File: src/rtl/muldiv_unit.sv
// muldiv_unit: iterative multiply/divide unit (RV32M operation set, any even WIDTH)
// with a start/busy/done handshake and RISC-V divide corner-case results.
module muldiv_unit #(
  parameter int unsigned WIDTH = 32
) (
  input  logic             clk,
  input  logic             rst,
  input  logic             start,
  input  logic [WIDTH-1:0] SrcA,
  input  logic [WIDTH-1:0] SrcB,
  input  logic [2:0]       MulDivControl,
  output logic             busy,
  output logic             done,
  output logic [WIDTH-1:0] Result,
  output logic             Zero,
  output logic             sign_flag
);
  localparam int unsigned CNT_W = $clog2(WIDTH + 1);
  localparam int unsigned PW    = 2 * WIDTH;
  localparam logic [WIDTH-1:0] MOST_NEG = {1'b1, {(WIDTH-1){1'b0}}};

  typedef enum logic [1:0] {IDLE, CALC, FINISH} state_e;

  state_e           state_q, state_d;
  logic [CNT_W-1:0] cnt_q, cnt_d;
  logic [2:0]       op_q, op_d;
  logic [WIDTH-1:0] a_mag_q, a_mag_d;
  logic [WIDTH-1:0] b_mag_q, b_mag_d;
  logic             neg_q, neg_d;
  logic             special_q, special_d;
  logic [WIDTH-1:0] spec_res_q, spec_res_d;
  logic [PW-1:0]    acc_q, acc_d;
  logic [WIDTH-1:0] result_q, result_d;
  logic             done_q, done_d;
  logic             busy_q, busy_d;

  logic             a_signed, b_signed, a_neg, b_neg;
  logic [WIDTH-1:0] a_mag, b_mag;
  logic [WIDTH:0]   mul_sum, rem_sh, rem_diff;
  logic [PW-1:0]    prod;
  logic [WIDTH-1:0] quo, rem;

  // Operand signedness and magnitudes from the live inputs (used only on the start edge)
  always_comb begin
    a_signed = (MulDivControl == 3'b001) || (MulDivControl == 3'b010) ||
               (MulDivControl[2] && !MulDivControl[0]);
    b_signed = (MulDivControl == 3'b001) || (MulDivControl[2] && !MulDivControl[0]);
    a_neg    = a_signed && SrcA[WIDTH-1];
    b_neg    = b_signed && SrcB[WIDTH-1];
    a_mag    = a_neg ? (~SrcA + WIDTH'(1)) : SrcA;
    b_mag    = b_neg ? (~SrcB + WIDTH'(1)) : SrcB;
  end

  // One shift-add / shift-subtract step plus final sign correction of the accumulator
  always_comb begin
    mul_sum  = {1'b0, acc_q[PW-1:WIDTH]} + (acc_q[0] ? {1'b0, a_mag_q} : '0);
    rem_sh   = {acc_q[PW-1:WIDTH], acc_q[WIDTH-1]};
    rem_diff = rem_sh - {1'b0, b_mag_q};
    prod     = neg_q ? (~acc_q + PW'(1)) : acc_q;
    quo      = neg_q ? (~acc_q[WIDTH-1:0] + WIDTH'(1)) : acc_q[WIDTH-1:0];
    rem      = neg_q ? (~acc_q[PW-1:WIDTH] + WIDTH'(1)) : acc_q[PW-1:WIDTH];
  end

  // Next-state and datapath update; special cases load a terminal count and skip the iterations
  always_comb begin
    state_d    = state_q;
    cnt_d      = cnt_q;
    op_d       = op_q;
    a_mag_d    = a_mag_q;
    b_mag_d    = b_mag_q;
    neg_d      = neg_q;
    special_d  = special_q;
    spec_res_d = spec_res_q;
    acc_d      = acc_q;
    result_d   = result_q;
    done_d     = 1'b0;
    unique case (state_q)
      IDLE: begin
        if (start) begin
          op_d       = MulDivControl;
          a_mag_d    = a_mag;
          b_mag_d    = b_mag;
          neg_d      = (MulDivControl[2] && MulDivControl[1]) ? a_neg : (a_neg ^ b_neg);
          acc_d      = MulDivControl[2] ? {{WIDTH{1'b0}}, a_mag} : {{WIDTH{1'b0}}, b_mag};
          cnt_d      = '0;
          special_d  = 1'b0;
          spec_res_d = '0;
          state_d    = CALC;
          if (MulDivControl[2] && (SrcB == '0)) begin
            special_d  = 1'b1;
            spec_res_d = MulDivControl[1] ? SrcA : '1;
          end else if (MulDivControl[2] && !MulDivControl[0] &&
                       (SrcA == MOST_NEG) && (SrcB == '1)) begin
            special_d  = 1'b1;
            spec_res_d = MulDivControl[1] ? '0 : MOST_NEG;
          end
          if (special_d) cnt_d = CNT_W'(WIDTH);
        end
      end
      CALC: begin
        if (cnt_q == CNT_W'(WIDTH)) begin
          state_d = FINISH;
        end else begin
          cnt_d = cnt_q + CNT_W'(1);
          if (op_q[2]) begin
            acc_d = {(rem_diff[WIDTH] ? rem_sh[WIDTH-1:0] : rem_diff[WIDTH-1:0]),
                     acc_q[WIDTH-2:0], ~rem_diff[WIDTH]};
          end else begin
            acc_d = {mul_sum, acc_q[WIDTH-1:1]};
          end
        end
      end
      FINISH: begin
        done_d  = 1'b1;
        state_d = IDLE;
        if (special_q)       result_d = spec_res_q;
        else if (!op_q[2])   result_d = (op_q[1:0] == 2'b00) ? prod[WIDTH-1:0] : prod[PW-1:WIDTH];
        else                 result_d = op_q[1] ? rem : quo;
      end
      default: state_d = IDLE;
    endcase
    busy_d = (state_d != IDLE);
  end

  // State and datapath registers with asynchronous reset
  always_ff @(posedge clk or posedge rst) begin
    if (rst) begin
      state_q    <= IDLE;
      cnt_q      <= '0;
      op_q       <= '0;
      a_mag_q    <= '0;
      b_mag_q    <= '0;
      neg_q      <= 1'b0;
      special_q  <= 1'b0;
      spec_res_q <= '0;
      acc_q      <= '0;
      result_q   <= '0;
      done_q     <= 1'b0;
      busy_q     <= 1'b0;
    end else begin
      state_q    <= state_d;
      cnt_q      <= cnt_d;
      op_q       <= op_d;
      a_mag_q    <= a_mag_d;
      b_mag_q    <= b_mag_d;
      neg_q      <= neg_d;
      special_q  <= special_d;
      spec_res_q <= spec_res_d;
      acc_q      <= acc_d;
      result_q   <= result_d;
      done_q     <= done_d;
      busy_q     <= busy_d;
    end
  end

  assign busy      = busy_q;
  assign done      = done_q;
  assign Result    = result_q;
  assign Zero      = (result_q == '0);
  assign sign_flag = result_q[WIDTH-1];

endmodule

File: config.mk
export PLATFORM = sky130hd
export DESIGN_NAME = muldiv_unit
export DESIGN_NICKNAME = d
export VERILOG_FILES = /design/src/rtl/muldiv_unit.sv
export SDC_FILE = /design/constraint.sdc
export NUM_CORES = 1
export LEC_CHECK = 0
export BUFFER_PORTS_ARGS = -buffer_cell sky130_fd_sc_hd__buf_2
export CAP_MARGIN = 20
export CORE_ASPECT_RATIO = 0.75
export CORE_MARGIN = 2
export CORE_UTILIZATION = 55
export DETAILED_ROUTE_END_ITERATION = 10
export GPL_TIMING_DRIVEN = 1
export PLACE_DENSITY = 0.73
export SLEW_MARGIN = 25
export SYNTH_ARGS = -nofsm -noshare
export SYNTH_HDL_FRONTEND = slang
export SYNTH_SLANG_ARGS = --single-unit
File: constraint.sdc
create_clock -name clk -period 13.84 [get_ports clk]
set_input_delay 1.384 -clock clk [delete_from_list [all_inputs] [get_ports clk]]
set_output_delay 1.384 -clock clk [all_outputs]
set_load 0.02 [all_outputs]
# ---- Yosys cells after proc, flatten, opt, wreduce, memory -nomap -nowiden
# Cells that the tools add are included.
dict set report totals {
  in_bits 70
  elab_cells 88
  out_inout_bits 36
  ff_bits 207
}
dict set report classes {
  mux 33
  n_reduce_logical 19
  bitwise 7
  addsub 8
  n_eq_ne 9
}
# cell n
set ops {}
lappend ops {{32-bit two-way mux} 15}
lappend ops {{64-bit two-way mux} 4}
lappend ops {{32-bit by 1-bit adder with 32-bit output (second input constant)} 4}
lappend ops {{32-bit NOT} 4}
lappend ops {{64-bit one-hot mux with 2 select lines} 1}
lappend ops {{64-bit by 1-bit adder with 64-bit output (second input constant)} 1}
lappend ops {{32-bit == test (second input constant)} 2}
lappend ops {{32-bit zero test} 2}
lappend ops {{64-bit NOT} 1}
lappend ops {{32-bit by 32-bit adder with 33-bit output} 1}
lappend ops {{33-bit by 32-bit subtractor with 33-bit output} 1}
lappend ops {{6-bit two-way mux} 3}
lappend ops {{6-bit one-hot mux with 2 select lines} 1}
lappend ops {{1-bit logical AND} 7}
lappend ops {{6-bit by 1-bit adder with 6-bit output (second input constant)} 1}
lappend ops {{6-bit == test (second input constant)} 1}
lappend ops {{1-bit two-way mux} 6}
lappend ops {{2-bit zero test} 2}
lappend ops {{2-bit two-way mux} 2}
lappend ops {{2-bit != test (second input constant)} 2}
lappend ops {{2-bit one-hot mux with 2 select lines} 1}
lappend ops {{2-bit nonzero test} 2}
lappend ops {{3-bit by 1-bit == test with 1-bit output (second input constant)} 1}
lappend ops {{3-bit by 2-bit == test with 1-bit output (second input constant)} 1}
lappend ops {{8 further kinds} 10}

# ---- Longest topological paths before layout
dict set report depth {
  ltp_word 11
  depth_mapped 16
  ltp_nobuf 14
}

# ---- Worst setup path before layout
# Ideal clock, no wire load.
dict set report synth_path {
  path_type {input port to flip-flop}
  startpoint {input port SrcB[15]}
  endpoint {register cnt_q[5]}
  cell_stages 10
  path_buffers 1
  t_required_ns 13.774
  arrival_time_ns 3.954
  slack_ns 9.819
  setup_time_ns 0.066
  cell_sequence {or4_4 or3_4 or4_4 nor3_4 nand2_2 or4b_4 buf_6 a21boi_4 o21ai_2 a22o_1}
}
dict set report synth_via {
  elab_chain_cells 9
  elab_cells_between_ends 11
  classes_between {eq/ne: 1; mux: 7; reduce/logical: 3}
}
# item line
set synth_rtl {}
lappend synth_rtl {{from (decl)} 10} ;# input logic [WIDTH-1:0] SrcB,
lappend synth_rtl {{32-bit == test} 93} ;# (SrcA == MOST_NEG) && (SrcB == '1)) begin
lappend synth_rtl {{1-bit logical AND} 93}
lappend synth_rtl {{1-bit two-way mux} 92} ;# end else if (MulDivControl[2] && !MulDivControl[0] &&
lappend synth_rtl {{1-bit two-way mux (*)} 89} ;# if (MulDivControl[2] && (SrcB == '0)) begin
lappend synth_rtl {{1-bit two-way mux (*)} 79} ;# if (start) begin
lappend synth_rtl {{1-bit two-way mux (*)} 77} ;# unique case (state_q)
lappend synth_rtl {{6-bit two-way mux (*)} 97} ;# if (special_d) cnt_d = CNT_W'(WIDTH);
lappend synth_rtl {{6-bit two-way mux (*)} 79}
lappend synth_rtl {{6-bit one-hot mux with 2 select lines (*)} 77}
lappend synth_rtl {{to (signal assigned)} 142} ;# cnt_q <= cnt_d;
lappend synth_rtl {{to (decl)} 25} ;# logic [CNT_W-1:0] cnt_q, cnt_d;
# Mark *: on every way between the ends. The rest lies on a longest branch, timed or not. The select of a mux whose other input is x is not followed.
# A chain may end at the register's enable or synchronous reset.

# ---- Worst setup path in the final report
dict set report layout_path {
  startpoint {register acc_q[31]}
  endpoint {register acc_q[63]}
}
dict set report layout_via {
  elab_chain_cells 5
}
# item line
set layout_rtl {}
lappend layout_rtl {{from (decl)} 32} ;# logic [PW-1:0] acc_q, acc_d;
lappend layout_rtl {{from (signal assigned)} 136} ;# acc_q <= '0;
lappend layout_rtl {{from (signal assigned)} 149} ;# acc_q <= acc_d;
lappend layout_rtl {{33-bit by 32-bit subtractor with 33-bit output} 58} ;# rem_diff = rem_sh - {1'b0, b_mag_q};
lappend layout_rtl {{32-bit two-way mux} 106} ;# acc_d = {(rem_diff[WIDTH] ? rem_sh[WIDTH-1:0] : rem_diff[WIDTH-1:0]),
lappend layout_rtl {{64-bit two-way mux} 105} ;# if (op_q[2]) begin
lappend layout_rtl {{64-bit two-way mux} 101} ;# if (cnt_q == CNT_W'(WIDTH)) begin
lappend layout_rtl {{64-bit one-hot mux with 2 select lines} 77}
# No other way between the ends. The select of a mux whose other input is x is not followed.

==> metrics <==
Hold Crit Class=flip-flop to flip-flop; multiplexer share of the synthesized area=between 4 and 5%; Iter 0 DRT Violations=approximately 2,200; min Tclk post-route=4.63 ns; H-tree Lvls=1; final hold slack=around 0.47 ns; sequential area share after synthesis=30.7%; Setup CP Type=flip-flop to flip-flop; starting density of the core=55.9%; DR vias=16,800; Cells after Synth=2,130; initial antenna violation count=5; antenna viol nets, final=0; Die Span Y=156 um; achievable clock frequency=216 MHz; Synth Area in Simple Gates=about 20%; Post-CTS Resized=0; fin crit share=33.4%; post-synth top area cell=dfrtp_1; FP Rows=55; count leader, synth=nand2_1; Die Wd=206 um; total gr overflow=0; post-synth top area share=a little under a third; DR DRC count=0; Post-synth EDFFs=0; largest cells by area after synthesis=dfrtp_1 31%, nand2_1 6.6%, o21ai_0 6.2%, xnor2_1 5.6%, ha_1 5.3%; Pwr Density=around 290 nW/um2; Post-synth top cells=298 x nand2_1, 208 x o21ai_0, 207 x dfrtp_1, 170 x a21oi_1, 128 x clkbuf_1; synthesis-stage register bit count=between 200 and 250; R2R depth=16; CP Data Arrival Time=5.12 ns; Core Util, Final=around three fifths; syn nets=2,273; area grow syn2layout=9.09%; I/O pin cnt=106; area of the die=around 32,000 um2; core area=30,100 um2; FF-to-FF Start=acc_q[31]; port buffer count=about 110; post-synthesis cell area=between 15,000 and 20,000 um2; Pleak=roughly 8.3 nW; r2r endpoint=acc_q[63]; Setup TNS Final=0 ns; Crit. End Element=flip-flop; CTS tree=built; asr flop ratio synth=100%; Total GRT Usage=~39%; DR vias/cell=6.56; clock root cell=clkbuf_16; critical path capture point=acc_q[63]; worst hold start=a_mag_q[16]; normalized max-slew margin=approximately a third; largest family of logic cells by synthesized area=compound AO/OA/AOI/OAI gates; final setup fails=0; Avg Cell Area, Syn=7.91 um2; hold buffer count at CTS=0; routed length per instance=between 20 and 25 um; Clock Skew=between 0.015 and 0.02 ns; Clk Latency, worst-skew pair=between 0.5 and 0.6 ns; detailed placement HPWL=~47 mm; Nets=2,282; Synth Area in Adders=approximately 5.5%; Slew @ Worst Pin=1.02 ns; yosys synthesis warning count=0; GP Congestion=approximately 1.0; vias in the first global route=between 15,000 and 20,000; VDD IR max=roughly 280 uV; maxcap violations=0; post-synthesis compound-gate area fraction=between 20% and 30%; CTS Buf Count=24; Slew Limit Fails=0; Hold Violations, Final=0; DRT Pass-1 Iters=6; outcome=complete, no violations; Top FF cell, synth=dfrtp_1; clock tree sinks=slightly above 200; first-pass GRT wire length=approximately 94 mm; Yosys cell types=between 70 and 80; setup bufs post-CTS=0; required time worst endpoint=~14 ns; Reg clk slew, reported paths=about 0.070 ns; RSZ-0062 raised after global routing=false; Max Buffers Root-to-Sink=3; XOR/XNOR Fraction of Synth Area=10.1%; R2R Setup Slk=roughly 9 ns; Post-Route WL=~62 mm; crit path launch=acc_q[31]; CP Launch Type=flip-flop; CP max FO=42; largest net degree at the start of global routing=between 100 and 150; layout cells sized above 1=slightly below 10%
[worst min path at each step]
stage	end	cells past startpoint	slack, ns
after global placement	a_mag_q[27]	2	0.45
after floorplan	spec_res_q[0]	2	0.43
after global routing	a_mag_q[11]	2	0.49
after detailed placement	a_mag_q[27]	2	0.46
after CTS	a_mag_q[23]	2	0.48
final	a_mag_q[16]	2	0.47
[flip-flops by register name, summed over array words and instances, names as in the netlist]
signal	count
acc_q	64
Result	32
a_mag_q	32
b_mag_q	32
spec_res_q	32
cnt_q	6
op_q	3
state_q	2
busy	1
done	1
neg_q	1
special_q	1
[area by class of cell]
| cell class | count | area, um2 |
|---|---|---|
| antenna | 1 | 2.50 |
| clock inverter | 11 | 175 |
| multi-input combinational | 1702 | 10800 |
| clock buffer | 33 | 694 |
| sequential | 207 | 5180 |
| timing repair buffer | 132 | 732 |
| fill | 2712 | 11800 |
| inverter | 72 | 278 |
| tap | 399 | 499 |
[critical path, stage by stage, from the launching register on]
cell	delay (ns)
dfrtp_1	0.52
inv_1	0.29
ha_1	0.26
fa_1	0.31
nor2b_1	0.10
o31ai_1	0.35
a2bb2oi_1	0.12
buf_4	0.19
a2111oi_0	0.47
buf_4	0.23
o31ai_1	0.09
a21oi_1	0.24
xnor2_2	0.13
buf_4	0.53
o2111ai_1	0.36
nand3_1	0.17
a32o_1	0.18
[kinds of logic after synthesis]
family,count (synthesis)
simple gates,715
fa+ha+maj,73
mux,78
xor+xnor,195
flops,207
buf+inv,221
compound gates,641
[cell usage in the layout, fill, tap and decap left out, drive strengths merged, types with 31 or more instances in the layout]
cell type	count
a21o	32
a21oi	170
and2	44
buf	132
clkbuf	33
dfrtp	207
ha	71
inv	71
mux2i	76
nand2	299
nand3	47
nor2	128
nor2b	43
nor3	31
o21ai	214
o31ai	61
xnor2	108
xor2	87
[layer usage]
layer  vias up  GRT usage, %  part of all wire (%)
met3       140          12.1                    13
met2       937          53.1                    40
met1      8100          57.8                    44
met5         -             0                 0.030
li1       7599             -                     -
met4         2          12.3                   3.6
[report_power, final]
group          switching, W  leakage (nW)  internal (W)
clock network      0.000285         0.428      0.000427
logic               0.00202          5.20       0.00134
registers          0.000427          2.63      0.000849
total               0.00273          8.26       0.00261
[through the flow]
step	std cells	total power (W)	area [um2]	setup WS, ns
floorplan	2130	0.00361	16900	6.80
finish	2557	0.00535	18400	9.21
detailed placement	2512	0.00452	17500	9.32
global route	2556	0.00572	18400	8.99
CTS	2556	0.00525	18400	9.32
global placement	2512	0.00447	17500	9.44
No activity file was read; power rests on OpenSTA's default activity.
